<file path="src/rtl/regfile_write_queue_pkg.sv">
// rtl/regfile_write_queue_pkg.sv - shared types for the register file write queue
package regfile_write_queue_pkg;

   // Data word and register index as used by the register file.
   typedef logic [31:0] word_t;
   typedef logic [4:0]  regbits_t;

   // One pending register writeback.
   typedef struct packed {
      regbits_t wsel;
      word_t    wdat;
   } wbq_entry_t;

   localparam int unsigned WBQ_DEFAULT_DEPTH = 4;

   // r0 is hardwired; writes to it are dropped and it never forwards.
   function automatic logic is_real_reg(input regbits_t sel);
      return sel != '0;
   endfunction

endpackage

</file>
<file path="src/rtl/regfile_write_queue_if.sv">
// rtl/regfile_write_queue_if.sv - push, drain and lookup signals of the write queue
interface regfile_write_queue_if
   import regfile_write_queue_pkg::*;
#(
   parameter int unsigned DEPTH = WBQ_DEFAULT_DEPTH
);
   localparam int unsigned CNT_W = $clog2(DEPTH) + 1;

   // Writeback side
   logic             push_valid;
   regbits_t         push_wsel;
   word_t            push_wdat;
   logic             push_ready;

   // Register file write port
   logic             hold;
   logic             WEN;
   regbits_t         wsel;
   word_t            wdat;

   // Forwarding lookups
   regbits_t         rsel1;
   regbits_t         rsel2;
   logic             fwd_hit1;
   word_t            fwd_dat1;
   logic             fwd_hit2;
   word_t            fwd_dat2;

   // Occupancy
   logic [CNT_W-1:0] count;

   // Pipeline / register file side
   modport master (
      output push_valid, push_wsel, push_wdat, hold, rsel1, rsel2,
      input  push_ready, WEN, wsel, wdat,
      input  fwd_hit1, fwd_dat1, fwd_hit2, fwd_dat2, count
   );

   // Queue side
   modport slave (
      input  push_valid, push_wsel, push_wdat, hold, rsel1, rsel2,
      output push_ready, WEN, wsel, wdat,
      output fwd_hit1, fwd_dat1, fwd_hit2, fwd_dat2, count
   );

endinterface

</file>
<file path="src/rtl/regfile_wq_fwd_match.sv">
// rtl/regfile_wq_fwd_match.sv - youngest pending write lookup for one read select
module regfile_wq_fwd_match
   import regfile_write_queue_pkg::*;
#(
   parameter int unsigned DEPTH = WBQ_DEFAULT_DEPTH
) (
   input  wbq_entry_t [DEPTH-1:0]         entries_i,
   input  logic [DEPTH-1:0]               valid_i,
   input  logic [$clog2(DEPTH)-1:0]       head_i,
   input  regbits_t                       rsel_i,
   output logic                           hit_o,
   output word_t                          dat_o
);
   localparam int unsigned PTR_W = $clog2(DEPTH);

   logic [PTR_W-1:0] idx;

   // Walk from head (oldest) toward tail so the last match seen is the youngest.
   always_comb begin
      hit_o = 1'b0;
      dat_o = '0;
      idx   = head_i;
      for (int k = 0; k < DEPTH; k++) begin
         idx = head_i + PTR_W'(k);
         if (valid_i[idx] && is_real_reg(rsel_i) && (entries_i[idx].wsel == rsel_i)) begin
            hit_o = 1'b1;
            dat_o = entries_i[idx].wdat;
         end
      end
   end

endmodule

</file>
<file path="src/rtl/regfile_write_queue.sv">
// rtl/regfile_write_queue.sv - in-order writeback queue draining into the register file
module regfile_write_queue
   import regfile_write_queue_pkg::*;
#(
   parameter int unsigned DEPTH = WBQ_DEFAULT_DEPTH
) (
   input  logic                   CLK,
   input  logic                   nRST,
   regfile_write_queue_if.slave   bus
);
   localparam int unsigned PTR_W = $clog2(DEPTH);
   localparam int unsigned CNT_W = PTR_W + 1;

   wbq_entry_t [DEPTH-1:0] entries_q, entries_d;
   logic [DEPTH-1:0]       valid_q, valid_d;
   logic [PTR_W-1:0]       head_q, head_d;
   logic [PTR_W-1:0]       tail_q, tail_d;
   logic [CNT_W-1:0]       count_q, count_d;

   logic                   pop;
   logic                   push_ready;
   logic                   push_acc;
   wbq_entry_t             head_entry;

   // Drain whenever something is queued and the write port is free.
   assign pop        = (count_q != '0) && !bus.hold;
   // A full queue still accepts a push in a cycle where the head leaves.
   assign push_ready = (count_q != CNT_W'(DEPTH)) || pop;
   // r0 pushes are acknowledged but never stored.
   assign push_acc   = bus.push_valid && push_ready && is_real_reg(bus.push_wsel);
   assign head_entry = entries_q[head_q];

   assign bus.push_ready = push_ready;
   assign bus.WEN        = pop;
   assign bus.wsel       = pop ? head_entry.wsel : '0;
   assign bus.wdat       = pop ? head_entry.wdat : '0;
   assign bus.count      = count_q;

   // Next-state: pop clears the head slot first, so a same-slot push on a full queue wins.
   always_comb begin
      entries_d = entries_q;
      valid_d   = valid_q;
      head_d    = head_q;
      tail_d    = tail_q;
      count_d   = count_q;

      if (pop) begin
         valid_d[head_q] = 1'b0;
         head_d          = head_q + PTR_W'(1);
      end

      if (push_acc) begin
         entries_d[tail_q].wsel = bus.push_wsel;
         entries_d[tail_q].wdat = bus.push_wdat;
         valid_d[tail_q]        = 1'b1;
         tail_d                 = tail_q + PTR_W'(1);
      end

      case ({push_acc, pop})
         2'b10:   count_d = count_q + CNT_W'(1);
         2'b01:   count_d = count_q - CNT_W'(1);
         default: count_d = count_q;
      endcase
   end

   // Queue state; reset discards every pending write.
   always_ff @(posedge CLK or negedge nRST) begin
      if (!nRST) begin
         entries_q <= '0;
         valid_q   <= '0;
         head_q    <= '0;
         tail_q    <= '0;
         count_q   <= '0;
      end else begin
         entries_q <= entries_d;
         valid_q   <= valid_d;
         head_q    <= head_d;
         tail_q    <= tail_d;
         count_q   <= count_d;
      end
   end

   regfile_wq_fwd_match #(
      .DEPTH     (DEPTH)
   ) u_fwd1 (
      .entries_i (entries_q),
      .valid_i   (valid_q),
      .head_i    (head_q),
      .rsel_i    (bus.rsel1),
      .hit_o     (bus.fwd_hit1),
      .dat_o     (bus.fwd_dat1)
   );

   regfile_wq_fwd_match #(
      .DEPTH     (DEPTH)
   ) u_fwd2 (
      .entries_i (entries_q),
      .valid_i   (valid_q),
      .head_i    (head_q),
      .rsel_i    (bus.rsel2),
      .hit_o     (bus.fwd_hit2),
      .dat_o     (bus.fwd_dat2)
   );

endmodule
</file>
<file path="src/flat_wrapper.sv">
// flat-port wrapper written by rule: the top's interface ports become plain ports
module regfile_write_queue_flat import regfile_write_queue_pkg::*;
#(
   parameter int unsigned DEPTH = WBQ_DEFAULT_DEPTH
)
  (CLK, nRST, bus_push_valid, bus_push_wsel, bus_push_wdat, bus_hold, bus_rsel1, bus_rsel2, bus_push_ready, bus_WEN, bus_wsel, bus_wdat, bus_fwd_hit1, bus_fwd_dat1, bus_fwd_hit2, bus_fwd_dat2, bus_count);
  regfile_write_queue_if #(.DEPTH(DEPTH)) bus_i ();
  input  logic CLK;
  input  logic nRST;
  input wire logic [$bits(bus_i.push_valid)-1:0] bus_push_valid;
  input wire logic [$bits(bus_i.push_wsel)-1:0] bus_push_wsel;
  input wire logic [$bits(bus_i.push_wdat)-1:0] bus_push_wdat;
  input wire logic [$bits(bus_i.hold)-1:0] bus_hold;
  input wire logic [$bits(bus_i.rsel1)-1:0] bus_rsel1;
  input wire logic [$bits(bus_i.rsel2)-1:0] bus_rsel2;
  output wire logic [$bits(bus_i.push_ready)-1:0] bus_push_ready;
  output wire logic [$bits(bus_i.WEN)-1:0] bus_WEN;
  output wire logic [$bits(bus_i.wsel)-1:0] bus_wsel;
  output wire logic [$bits(bus_i.wdat)-1:0] bus_wdat;
  output wire logic [$bits(bus_i.fwd_hit1)-1:0] bus_fwd_hit1;
  output wire logic [$bits(bus_i.fwd_dat1)-1:0] bus_fwd_dat1;
  output wire logic [$bits(bus_i.fwd_hit2)-1:0] bus_fwd_hit2;
  output wire logic [$bits(bus_i.fwd_dat2)-1:0] bus_fwd_dat2;
  output wire logic [$bits(bus_i.count)-1:0] bus_count;
  assign bus_i.push_valid = bus_push_valid;
  assign bus_i.push_wsel = bus_push_wsel;
  assign bus_i.push_wdat = bus_push_wdat;
  assign bus_i.hold = bus_hold;
  assign bus_i.rsel1 = bus_rsel1;
  assign bus_i.rsel2 = bus_rsel2;
  assign bus_push_ready = bus_i.push_ready;
  assign bus_WEN = bus_i.WEN;
  assign bus_wsel = bus_i.wsel;
  assign bus_wdat = bus_i.wdat;
  assign bus_fwd_hit1 = bus_i.fwd_hit1;
  assign bus_fwd_dat1 = bus_i.fwd_dat1;
  assign bus_fwd_hit2 = bus_i.fwd_hit2;
  assign bus_fwd_dat2 = bus_i.fwd_dat2;
  assign bus_count = bus_i.count;
  regfile_write_queue #(.DEPTH(DEPTH)) u_core (.CLK(CLK), .nRST(nRST), .bus(bus_i));
endmodule
</file>
<file path="config.mk">
export PLATFORM = sky130hd
export DESIGN_NAME = regfile_write_queue_flat
export DESIGN_NICKNAME = d
export VERILOG_FILES = /design/src/rtl/regfile_write_queue_pkg.sv /design/src/rtl/regfile_write_queue_if.sv /design/src/rtl/regfile_wq_fwd_match.sv /design/src/rtl/regfile_write_queue.sv /design/src/flat_wrapper.sv
export SDC_FILE = /design/constraint.sdc
export NUM_CORES = 1
export LEC_CHECK = 0
export CAP_MARGIN = 25
export CORE_UTILIZATION = 45
export CTS_BUF_LIST = sky130_fd_sc_hd__clkbuf_8
export CTS_CLUSTER_DIAMETER = 40
export DETAILED_ROUTE_END_ITERATION = 16
export PLACE_DENSITY = 0.8
export SETUP_SLACK_MARGIN = 0.4
export SLEW_MARGIN = 20
export SYNTH_ARGS = -nofsm -noshare
export SYNTH_HDL_FRONTEND = slang
export SYNTH_SLANG_ARGS = --single-unit
</file>
<file path="constraint.sdc">
create_clock -name CLK -period 5.1 [get_ports CLK]
set_clock_uncertainty 0.05 [all_clocks]
set_input_delay 1.02 -clock CLK [delete_from_list [all_inputs] [get_ports CLK]]
set_output_delay 1.02 -clock CLK [all_outputs]
set_load 0.05 [all_outputs]
</file>
; Word level (Yosys, flattened, before mapping)
; Cells that the tools add are included.
; W data, S select, Z words.
[totals]
reg_bits = 159
input_bits = 51
out_inout_bits = 108
wordCells = 114
[op_classes]
addsub = 6
magnitude_cmp = 7
n_eq_ne = 11
mux = 47
n_bitwise = 3
n_reduce_logical = 28
[op_table]
columns = operator, count
row1 = $mux W32, 10
row2 = $bmux W37 S2, 4
row3 = $bwmux W148, 2
row4 = $mux W37, 5
row5 = $demux W37 S2, 2
row6 = $eq A5 B5 Y1, 8
row7 = $logic_and A1 B1 Y1, 21
row8 = $lt A2 B3 Y1 const B, 5
row9 = $reduce_bool A5 Y1, 3
row10 = $mux W1, 14
row11 = $bmux W1 S2, 4
row12 = $mux W4, 2
row13 = $pmux W3 S2, 1
row14 = $mux W5, 1
row15 = $add A2 B1 Y2 const B, 2
row16 = $add A2 B2 Y2 const B, 2
row17 = $and A4 B4 Y4, 1
row18 = $demux W1 S2, 2
row19 = $ge A2 B1 Y1 const B, 2
row20 = $not A4 Y4, 1
row21 = $or A4 B4 Y4, 1
row22 = $add A3 B1 Y3 const B, 1
row23 = $ne A3 B3 Y1 const B, 1
row24 = $reduce_bool A3 Y1, 1
row25 = other kinds (6), 6

; Depth between registers and ports, before layout
; Gate-level depths: netlist (run 1).
[depth]
word_depth = 9
depth_mapped = 15
ltp_nobuf = 8

; Modules after synthesis
; From an unflattened synthesis (run 1), not the netlist that was laid out.
[hier_totals]
hier_cells = 1741
hier_area_um2 = 16017.9
[modules_own_cells]
columns = module, n_inst, cells_each, area_per_inst_um2, seq_area_each_um2
row1 = regfile_wq_fwd_match, 2, 639, 4190.3, 0.0
row2 = regfile_write_queue, 1, 463, 7637.3, 3978.8

; Worst setup path before layout (run 1)
; OpenSTA, ideal clock, no wires.
[synth_timing]
kind = register -> output
from = reg u_core.head_q[1]
to = out bus_fwd_dat2[29]
t_arrival_ns = 4.443
required_time_ns = 4.030
path_slack_ns = -0.413
stages_incl_launch_ff = 15
path_cell_list = dfrtp_1 > clkbuf_1 > buf_2 > buf_1 > inv_1 > ha_1 > buf_2 > mux4_2 > a211oi_1 > o211a_1 > clkbuf_1 > o2bb2ai_1 > buf_4 > o211ai_1 > a21oi_1
[synth_between]
elab_chain_cells = 8
word_cells_on_any_way = 35
cone_classes = 3 x add/sub / 4 x eq/ne / 20 x mux / 8 x reduce/logical
[synth_rtl]
columns = element, line
row1 = start: declaration, regfile_write_queue.sv:16  ; logic [PTR_W-1:0] head_q, head_d;
row2 = start signal: assignment, regfile_write_queue.sv:71  ; head_q <= '0;
row3 = start signal: assignment, regfile_write_queue.sv:77  ; head_q <= head_d;
row4 = $add A2 B1 Y2 (tied with other cells), regfile_wq_fwd_match.sv:24  ; idx = head_i + PTR_W'(k);
row5 = $bmux W37 S2 (tied with other cells), "regfile_wq_fwd_match.sv:25, regfile_wq_fwd_match.sv:27"
row6 = $mux W37 (implied by the code) (tied with other cells), regfile_wq_fwd_match.sv:27  ; dat_o = entries_i[idx].wdat;
row7 = $eq A5 B5 Y1 or $logic_and A1 B1 Y1 (tied branches), regfile_wq_fwd_match.sv:25  ; if (valid_i[idx] && is_real_reg(rsel_i) && (entries_i[idx].wsel == rsel_i)) begin
row8 = $logic_and A1 B1 Y1 or $mux W32 (tied branches), regfile_wq_fwd_match.sv:25
row9 = $mux W32 (2 in series), regfile_wq_fwd_match.sv:25
row10 = $mux W32 *, regfile_wq_fwd_match.sv:25
row11 = end: declaration, flat_wrapper.sv:23  ; output wire logic [$bits(bus_i.fwd_dat2)-1:0] bus_fwd_dat2;
; Mark *: on every way between the ends. The rest lies on a longest branch, timed or not. The select of a mux whose other input is x is not followed.

; Final worst setup path (run 1)
[layout_timing]
from = reg u_core.head_q[0]
to = out bus_fwd_dat1[28]
[layout_between]
word_cells_on_any_way = 35
cone_classes = 3 x add/sub / 4 x eq/ne / 20 x mux / 8 x reduce/logical
[layout_rtl]
columns = element, line
row1 = $add A2 B2 Y2 *, regfile_wq_fwd_match.sv:24
row2 = via u_core.u_fwd1.idx[0], regfile_wq_fwd_match.sv:16  ; logic [PTR_W-1:0] idx;
row3 = $bmux W37 S2 or $bmux W1 S2 (tied branches), "regfile_wq_fwd_match.sv:25, regfile_wq_fwd_match.sv:27"
row4 = $mux W37 (implied by the code) or $mux W1 (tied branches), "regfile_wq_fwd_match.sv:27, regfile_wq_fwd_match.sv:25"
row5 = $eq A5 B5 Y1 or $logic_and A1 B1 Y1 (tied branches), regfile_wq_fwd_match.sv:25
row6 = $logic_and A1 B1 Y1, regfile_wq_fwd_match.sv:25
row7 = $mux W32 *, regfile_wq_fwd_match.sv:25
row8 = end: declaration, flat_wrapper.sv:21  ; output wire logic [$bits(bus_i.fwd_dat1)-1:0] bus_fwd_dat1;
; The timed path passes the listed nets; every way through them passes the cells marked *. The select of a mux whose other input is x is not followed.

==> reports/results.ini, run 1 <==
[logic_synthesis]
synth-edff-count = 0
synth_cell_type_count = 50
synth_area_sq_um = 12900
synthesis.nets = 1164
ys_seq_elements = 159
synthTopCellsByCount = 159 x dfrtp_1, 151 x mux2_2, 150 x mux4_2, 66 x clkbuf_1, 65 x a21oi_1
yosysTopAreaCell = dfrtp_1
synth_area_leaders = dfrtp_1 31%, mux4_2 26%, mux2_2 13%
synth_ff_type = dfrtp_1
synth_top_area_frac = 0.307
async_reset_ff_frac = 1.00
yosysSeqAreaShare = 0.307
synth_most_common_cell = dfrtp_1
syn_inst = 1104
ys_warn_count = 0
synth.avg_cell_area_sq_um = 11.7

[placed_design]
hpwl_mm = 25.8
gp_congestion = 0.869
dpl_cell_area_sq_um = 15900
numPortBuffers = 158
place_ws_ns = 0.327

[setup_path]
critPathMaxFanout = 17
cp-start-kind = flip-flop
path_class = flip-flop to output port
reg2reg_slack_ns = 2.50
cp_num_buf_inv = 5
crit_path_end_kind = output port
cpMostUsedCell = buf_4
cp.depth = 12
required_ns = 4.03
max_stage_delay_ns = 0.58
cpMaxStageDelayCell = mux4_2
arrival_ns = 3.62
cp_cell_sequence = clkinvlp_4 > ha_4 > buf_6 > mux4_2 > xnor2_2 > nand4_1 > buf_4 > or2_4 > buf_12 > a311oi_1 > o21ai_2 > buf_4
path_delay_family = buffers and inverters
reg2reg_depth = 9

[clocking]
cts_sinks = 159
clockRootBuffer = clkbuf_8
cts_buffer_depth = 2
numCtsBuffers = 17
clkSlewWorstSetupHoldPaths_ns = 0.10
htreeDepth = 4
clk_latency_ns = 0.48
cts_tree = yes
hold_buffers = 0

[run]
maxCapViolCount = 0

[finish]
fin_nets = 1284
final_cell_area_sq_um = 17000
area_delta_synth_final_pct = 31.7
final_layout_size_suffix_gt1_frac = 0.491
fillCellCount = 2106

[drt]
routed_wl_mm = 41.4
drt_pre_antenna_iters = 5
drc = 0
drt_iter0_markers = 994
wire_per_inst_um = 25.6
ant_nets = 0
dr_total_vias = 10900
via_per_inst = 6.74

[sta]
rsz0062_at_grt = yes
setup_tns_ns = 0
setup_ws_ns = 0.408
hold_violations = 0
slew_violations = 0
slew_headroom = 0.383
setup_violations = 0
max_freq_mhz = 213
fin_crit_ns = 4.69
period_share = 0.920
worst_pin_slew_ns = 0.926

[floorplanning]
core-area_sq_um = 28000
initial_core_util = 0.462
die_area_sq_um = 29400
rows = 61
ioPinCount = 159
fp.dieW_um = 172
die_h_um = 172

[global_routing]
grt_overflow_total = 0
antenna_found_initial = 3
grt.total_usage = 0.282
grt_pass1_vias = 10900
grt_pass1_wl_mm = 62.5
grt_max_degree = 112

[status]
status = finished clean

[worst_hold_path]
hold_depth = 1
hp-class = flip-flop to flip-flop

[kinds of logic after synthesis]
family	after synthesis	share of synthesized area
AOI/OAI and AO/OA	234	0.114
xor gates and xnor gates	42	0.0284
adders and majority gates	9	0.00928
buffers and inverters	124	0.0452
DFF	159	0.307
muxes	304	0.395
and+or+nand+nor	232	0.101
[placed cells by master (no fill, tap or decap), drive strengths merged, types with 30 or more instances in the layout]
cell type	n
a21oi	65
nor2	40
and2	46
clkdlybuf4s50	88
and3	30
mux2	151
nand2	53
o21ai	70
xnor2	38
mux4	150
buf	123
nor3b	32
dfrtp	159
[metrics by stage]
stage / hold WS [ns] / util / std cells
after global placement: 0.467 / 0.568 / 1562
final: 0.483 / 0.608 / 1617
after floorplan: 0.438 / - / 1104
after global routing: 0.506 / 0.608 / 1616
after CTS: 0.483 / 0.593 / 1607
after detailed placement: 0.467 / 0.568 / 1562
[final timing paths]
path,from,to
max,u_core.head_q[0],bus_fwd_dat1[28]
min in group asynchronous,nRST,u_core.entries_q[40]
min,u_core.bus.count[2],u_core.bus.count[2]
max in group asynchronous,nRST,u_core.entries_q[93]
max reg2reg,u_core.bus.count[0],u_core.bus.count[2]
min reg2reg,u_core.bus.count[2],u_core.bus.count[2]
[repair_timing]
action | 4_1_cts | 5_1_grt
setup buffers | 12 | 6
setup endpoints to repair | 98 | 65
resized for setup | 37 | 60
pin swaps | 2 | 10
gates cloned | 1 | 2
[layer usage]
| metal | GRT usage | routed length, um | up-vias |
|---|---|---|---|
| met4 | 0.135 | 1690 | 2 |
| met5 | 0 | 13 | - |
| li1 | - | - | 4551 |
| met1 | 0.360 | 15700 | 5584 |
| met2 | 0.461 | 20500 | 636 |
| met3 | 0.0548 | 3510 | 128 |
[layout make-up]
cell class,count,area [sq um],area share
diodes,2,5.00,0.000294
clock buffers,17,234,0.0137
clock inverters,15,173,0.0101
inverters,6,26.3,0.00154
multi-input cells,824,9560,0.561
flip-flops and latches,159,3990,0.234
well taps,378,473,0.0278
repair buffers,216,2580,0.152
[state kept, by name, summed over array words and instances, names as in the netlist]
signal	flops
u_core.tail_q	2
u_core.valid_q	4
u_core.entries_q	148
u_core.bus.count	3
u_core.head_q	2
Power of run 1 is not shown: default switching activity piles up to over one toggle a cycle in this logic, so the estimate is an artifact.
==> inputs of run 2 (changes only) <==
==> constraint.sdc (replaced) <==
create_clock -name CLK -period 4.18 [get_ports CLK]
set_clock_uncertainty 0.05 [all_clocks]
set_input_delay 0.836 -clock CLK [delete_from_list [all_inputs] [get_ports CLK]]
set_output_delay 0.836 -clock CLK [all_outputs]
set_load 0.05 [all_outputs]
==> run 2 against run 1 <==
The run now ends with negative setup slack left. Die area stayed put. Non-clock buffer count up 37. Critical path depth down 1. Final area is 7.2% higher. First-iteration DRC count is 27% higher. Routed wire length is 5.8% higher. Critical path type unchanged. Critical endpoint is now bus_fwd_dat2[15]. Largest cell class unchanged. Highest routed layer is now met4.
==> reports/results.ini, run 2 (synthesized netlist as in run 1, its figures left out) <==
[status]
violations = negative setup slack
status = finished with violations

[sta]
hold_violations = 0  ; unchanged
slew_violations = 0  ; unchanged
setup_violations = 65  ; +65
rsz0062_at_grt = yes
fin_crit_ns = 4.42
max_freq_mhz = 226
slew_headroom = 0.500  ; +0.117
period_share = 1.06
worst_pin_slew_ns = 0.748  ; -0.178 ns
setup_ws_ns = -0.239  ; -0.647 ns

[drt]
ant_nets = 0  ; unchanged
via_per_inst = 6.82  ; +1.2%
drt_pre_antenna_iters = 5  ; unchanged
drt_iter0_markers = 1258  ; +27%
drc = 0  ; unchanged
wire_per_inst_um = 26.5  ; +3.6%
routed_wl_mm = 43.8  ; +5.8%
dr_total_vias = 11300  ; +3.3%

[global_routing]
grt_max_degree = 102  ; -8.9%
groute.layer.met2.usage = 0.488  ; +0.0264
met1_usage = 0.370  ; +0.0104
antenna_found_initial = 2  ; -1
grt_overflow_total = 0  ; unchanged
use_met3 = 0.0568  ; +0.00207
grt.busiest_layer = met2
grt_pass1_wl_mm = 64.9  ; +3.8%
grt_pass1_vias = 11300  ; +3.7%
grt.total_usage = 0.295  ; +0.0125

[floorplanning]
fp.dieW_um = 172  ; unchanged
rows = 61  ; unchanged
initial_core_util = 0.462  ; unchanged
core-area_sq_um = 28000  ; unchanged
die_area_sq_um = 29400  ; unchanged
ioPinCount = 159  ; unchanged
die_h_um = 172  ; unchanged

[setup_path]
cpMostUsedCell = buf_12
path_class = flip-flop to output port
cp_cell_sequence = inv_4 > ha_4 > buf_12 > mux4_2 > a211oi_4 > o211a_4 > o2bb2ai_4 > clkbuf_16 > o211ai_1 > a21oi_4 > buf_12
cpMaxStageDelayCell = mux4_2
max_stage_delay_ns = 0.58  ; about the same
cp-start-kind = flip-flop
arrival_ns = 3.53  ; -0.09 ns
required_ns = 3.29  ; -0.74 ns
crit_path_end_kind = output port
critPathMaxFanout = 10  ; -7

[finish]
final_util = 0.652  ; +0.0438
largest-register = u_core.entries_q
area_delta_synth_final_pct = 41.2
register_area_sq_um = 3990  ; unchanged
largest_register_ffs = 148  ; unchanged
final_layout_size_suffix_gt1_frac = 0.567  ; +0.0766
multiInputGateArea_sq_um = 10100  ; +5.6%
post_layout_nonfiller_instances = 1650  ; +2.0%
final_common_cell = dfrtp_1
fin_nets = 1318  ; +2.6%
layout_common_cells = 157 x dfrtp_1, 151 x mux2_2, 150 x mux4_2, 81 x buf_4, 63 x buf_12
fillCellCount = 1917  ; -9.0%

[clocking]
clk_latency_ns = 0.46  ; -0.02 ns
hold_buffers = 0  ; unchanged
cts_tree = yes
clkSlewWorstSetupHoldPaths_ns = 0.10  ; about the same
numCtsBuffers = 17  ; unchanged
clockRootBuffer = clkbuf_8
cts_sinks = 159  ; unchanged
cts_buffer_depth = 2  ; unchanged
htreeDepth = 4  ; unchanged

[placed_design]
numPortBuffers = 158  ; unchanged
hpwl_mm = 26.3  ; +1.9%
place_ws_ns = -0.0116  ; -0.339 ns
gp_congestion = 0.921  ; +6.0%
place_inst = 1585  ; +1.5%

[run]
maxCapViolCount = 0  ; unchanged

[worst_hold_path]
hp-class = primary input to asynchronous set/reset pin

-- run 2: layout make-up --
| cell class | instances | share of cell area |
|---|---|---|
| multi-input cells | 821 | 0.553 |
| flip-flops and latches | 159 | 0.218 |
| repair buffers | 253 | 0.182 |
| well taps | 378 | 0.0259 |
| clock buffers | 17 | 0.0128 |
| clock inverters | 15 | 0.00692 |
| inverters | 6 | 0.00151 |
| diodes | 1 | 0.000137 |
-- run 2: critical path: cells and delay by family, from the launching register on --
family	cells	cell delay [ns]
flip-flops	1	0.47
buffers and inverters	4	0.56
adder cells (fa/ha/maj)	1	0.28
multiplexers	1	0.58
AO/OA/AOI/OAI	5	1.16
-- run 2: timing repair --
action | 4_1_cts | 5_1_grt
pin swaps | 39 | 29
gates resized for setup | 113 | 52
buffers inserted | 17 | 3
setup endpoints to repair | 96 | 66
cloned | 6 | 5
-- run 2: path summary, 6_finish.rpt --
| kind | slack (ns) | end | cells after the start | startpoint |
|---|---|---|---|---|
| worst max-delay path | -0.24 | bus_fwd_dat2[15] | 11 | u_core.head_q[0] |
| worst min-delay path | 0.16 | u_core.entries_q[33] | 1 | nRST |
| worst max register to register | 1.73 | u_core.bus.count[2] | 8 | u_core.bus.count[0] |
| worst min register to register | 0.49 | u_core.bus.count[2] | 1 | u_core.bus.count[2] |
| max in group asynchronous | 2.94 | u_core.entries_q[11] | 3 | nRST |
| min in group CLK | 0.49 | u_core.bus.count[2] | 1 | u_core.bus.count[2] |
-- run 2: metrics by stage --
step | area [sq um] | TNS [ns] | hold slack, ns
after floorplan | 14100 | 0 | 0.438
after global placement | 16500 | -0.00850 | 0.463
after detailed placement | 16500 | -0.0237 | 0.465
after CTS | 17800 | -4.36 | 0.458
after global routing | 18300 | -14.37 | 0.163
final | 18300 | -8.91 | 0.162
-- run 2: layer usage --
layer  part of all wire  wire length (um)
met3              0.086              3790
met5                  0                 0
met1               0.37             16300
met2               0.50             22000
met4              0.039              1720
Power of run 2 is left out for the same reason.
==> inputs of run 3 (changes only) <==
--- a/config.mk
+++ b/config.mk
@@ -12,6 +12,7 @@
 export DETAILED_ROUTE_END_ITERATION = 16
 export PLACE_DENSITY = 0.8
 export SETUP_SLACK_MARGIN = 0.4
+export SKIP_LAST_GASP = 1
 export SLEW_MARGIN = 20
 export SYNTH_ARGS = -nofsm -noshare
 export SYNTH_HDL_FRONTEND = slang
==> run 3 against run 2 <==
The run still ends with negative setup slack left. Hold slack improved by 0.0011 ns. Critical path depth rose by 1. Utilization rose by 1.4 points. Via count rose by 3.5%. Worst setup slack got worse by 0.0013 ns. Cell count rose by 1.2%. Global-route usage fell by 0.14 points. First-iteration DRC count rose by 30%. Final area rose by 2.1%. Register-to-register slack barely moved. Non-clock buffer count rose by 20. Routed wire length rose by 5.7%. Critical endpoint is now bus_fwd_dat2[23]. Largest cell class unchanged.
==> reports/results.ini, run 3 (synthesized netlist as in run 1, its figures left out) <==
[sta]
setup_violations = 66  ; +1.5%
slew_headroom = 0.502  ; +0.00213
slew_violations = 0  ; unchanged
max_freq_mhz = 226  ; about the same
rsz0062_at_grt = yes
hold_violations = 0  ; unchanged
worst_pin_slew_ns = 0.745  ; -0.00319 ns
fin_crit_ns = 4.42  ; +0.00132 ns
setup_ws_ns = -0.240  ; -0.00132 ns
period_share = 1.06  ; about the same
whs_ns = 0.163  ; +0.00114 ns

[setup_path]
cpMaxStageDelayCell = mux4_2
reg2reg_slack_ns = 1.72  ; about the same
crit_path_end_kind = output port
rr_startpoint = u_core.bus.count[0]
cp_cell_sequence = inv_4 > ha_4 > buf_12 > mux4_2 > a211oi_4 > o211a_4 > buf_12 > clkbuf_16 > and3_1 > o211ai_1 > a21oi_4 > buf_12
reg2reg_depth = 8  ; unchanged
max_stage_delay_ns = 0.58  ; about the same
path_delay_family = compound AO/OA/AOI/OAI gates
cpMostUsedCell = buf_12
path_class = flip-flop to output port
r2r-end = u_core.bus.count[2]
cp-start-kind = flip-flop
cp_num_buf_inv = 5  ; +1
required_ns = 3.29  ; about the same
arrival_ns = 3.53  ; about the same
critPathMaxFanout = 8  ; -2

[global_routing]
grt.total_usage = 0.293  ; -0.00137
antenna_found_initial = 2  ; unchanged
grt_max_degree = 102  ; unchanged
grt_overflow_total = 0  ; unchanged
grt_pass1_wl_mm = 64.6  ; -0.53%
grt_pass1_vias = 11300  ; -0.33%

[status]
status = finished with violations
violations = negative setup slack

[clocking]
clk_latency_ns = 0.47  ; about the same
hold_buffers = 0  ; unchanged
clockRootBuffer = clkbuf_8
cts_sinks = 159  ; unchanged
cts_buffer_depth = 2  ; unchanged
cts_tree = yes
htreeDepth = 4  ; unchanged
numCtsBuffers = 17  ; unchanged
clkSlewWorstSetupHoldPaths_ns = 0.09  ; about the same

[placed_design]
dpl_cell_area_sq_um = 16500  ; unchanged
numPortBuffers = 158  ; unchanged
hpwl_mm = 26.3  ; unchanged
gp_congestion = 0.921  ; unchanged

[finish]
largest-register = u_core.entries_q
area_delta_synth_final_pct = 44.2
multiInputGateArea_sq_um = 10200  ; +0.61%
final_common_cell = dfrtp_1
largest_register_ffs = 148  ; unchanged
layout_common_cells = 157 x dfrtp_1, 151 x mux2_2, 150 x mux4_2, 89 x buf_4, 68 x buf_12
fillCellCount = 1829  ; -4.6%
register_area_sq_um = 3990  ; unchanged
final_layout_size_suffix_gt1_frac = 0.582  ; +0.0144
fin_nets = 1338  ; +1.5%
final_cell_area_sq_um = 18700  ; +2.1%

[floorplanning]
ioPinCount = 159  ; unchanged
die_h_um = 172  ; unchanged
rows = 61  ; unchanged
fp.dieW_um = 172  ; unchanged
core-area_sq_um = 28000  ; unchanged
initial_core_util = 0.462  ; unchanged
die_area_sq_um = 29400  ; unchanged

[drt]
ant_nets = 0  ; unchanged
wire_per_inst_um = 27.7  ; +4.5%
drc = 0  ; unchanged
dr_total_vias = 11700  ; +3.5%
drt_iter0_markers = 1630  ; +30%
drt_pre_antenna_iters = 5  ; unchanged
routed_wl_mm = 46.3  ; +5.7%
via_per_inst = 6.98  ; +2.3%

[worst_hold_path]
hp-class = primary input to asynchronous set/reset pin

[run]
maxCapViolCount = 0  ; unchanged

-- run 3: changes by cell type in the layout (fill, tap and decap cells not counted), sizes merged --
cell	change
buf	+14
clkbuf	+7
bufbuf	-1
-- run 3: worst register-to-register path, delay by kind of cell (launching register included) --
kind | cells | cell delay [ns]
xor gates and xnor gates | 1 | 0.16
adders and majority gates | 1 | 0.40
DFF | 1 | 0.46
AOI/OAI and AO/OA | 1 | 0.07
and+or+nand+nor | 4 | 0.82
buffers and inverters | 1 | 0.39
-- run 3: routing by layer --
layer,up-vias,global-route usage,wire (um)
met5,-,0,0
met4,0,0.145,2420
met3,225,0.0566,4540
met2,843,0.486,22500
met1,5918,0.367,16800
li1,4672,-,-
-- run 3: worst max-delay path by stage --
stage / slack, ns / start / end / depth (start not counted)
after floorplan: 0.02 / u_core.head_q[1] / bus_fwd_dat1[30] / 13
after global placement: -0.009 / bus_rsel1[2] / bus_fwd_dat1[10] / 10
after detailed placement: -0.01 / bus_rsel1[1] / bus_fwd_dat1[10] / 10
after CTS: -0.13 / u_core.head_q[0] / bus_fwd_dat2[9] / 11
after global routing: -0.33 / u_core.head_q[0] / bus_fwd_dat2[17] / 12
final: -0.24 / u_core.head_q[0] / bus_fwd_dat2[23] / 12
-- run 3: cell type report --
cell class                      instances  area share
Clock buffer                           17      0.0125
Clock inverter                         15     0.00677
Sequential cell                       159       0.214
Inverter                                6     0.00148
Multi-Input combinational cell        821       0.544
Tap cell                              378      0.0253
Antenna cell                            1    0.000134
Timing Repair Buffer                  273       0.196
-- run 3: stage by stage --
step                TNS [ns]  instances  setup slack, ns  utilization
floorplan                  0       1104           0.0201            -
global placement    -0.00850       1585         -0.00850        0.590
CTS                    -5.10       1640           -0.134        0.632
finish                -10.21       1670           -0.240        0.666
detailed placement   -0.0237       1585          -0.0116        0.590
global route          -16.42       1669           -0.326        0.666
-- run 3: what timing repair did --
| item | 4_1_cts | 5_1_grt |
|---|---|---|
| gates resized for setup | 88 | 91 |
| cloned | 6 | 16 |
| pin swaps | 37 | 48 |
| endpoints found under the setup margin | 96 | 66 |
| setup buffers | 17 | 12 |
Power of run 3 is left out for the same reason.
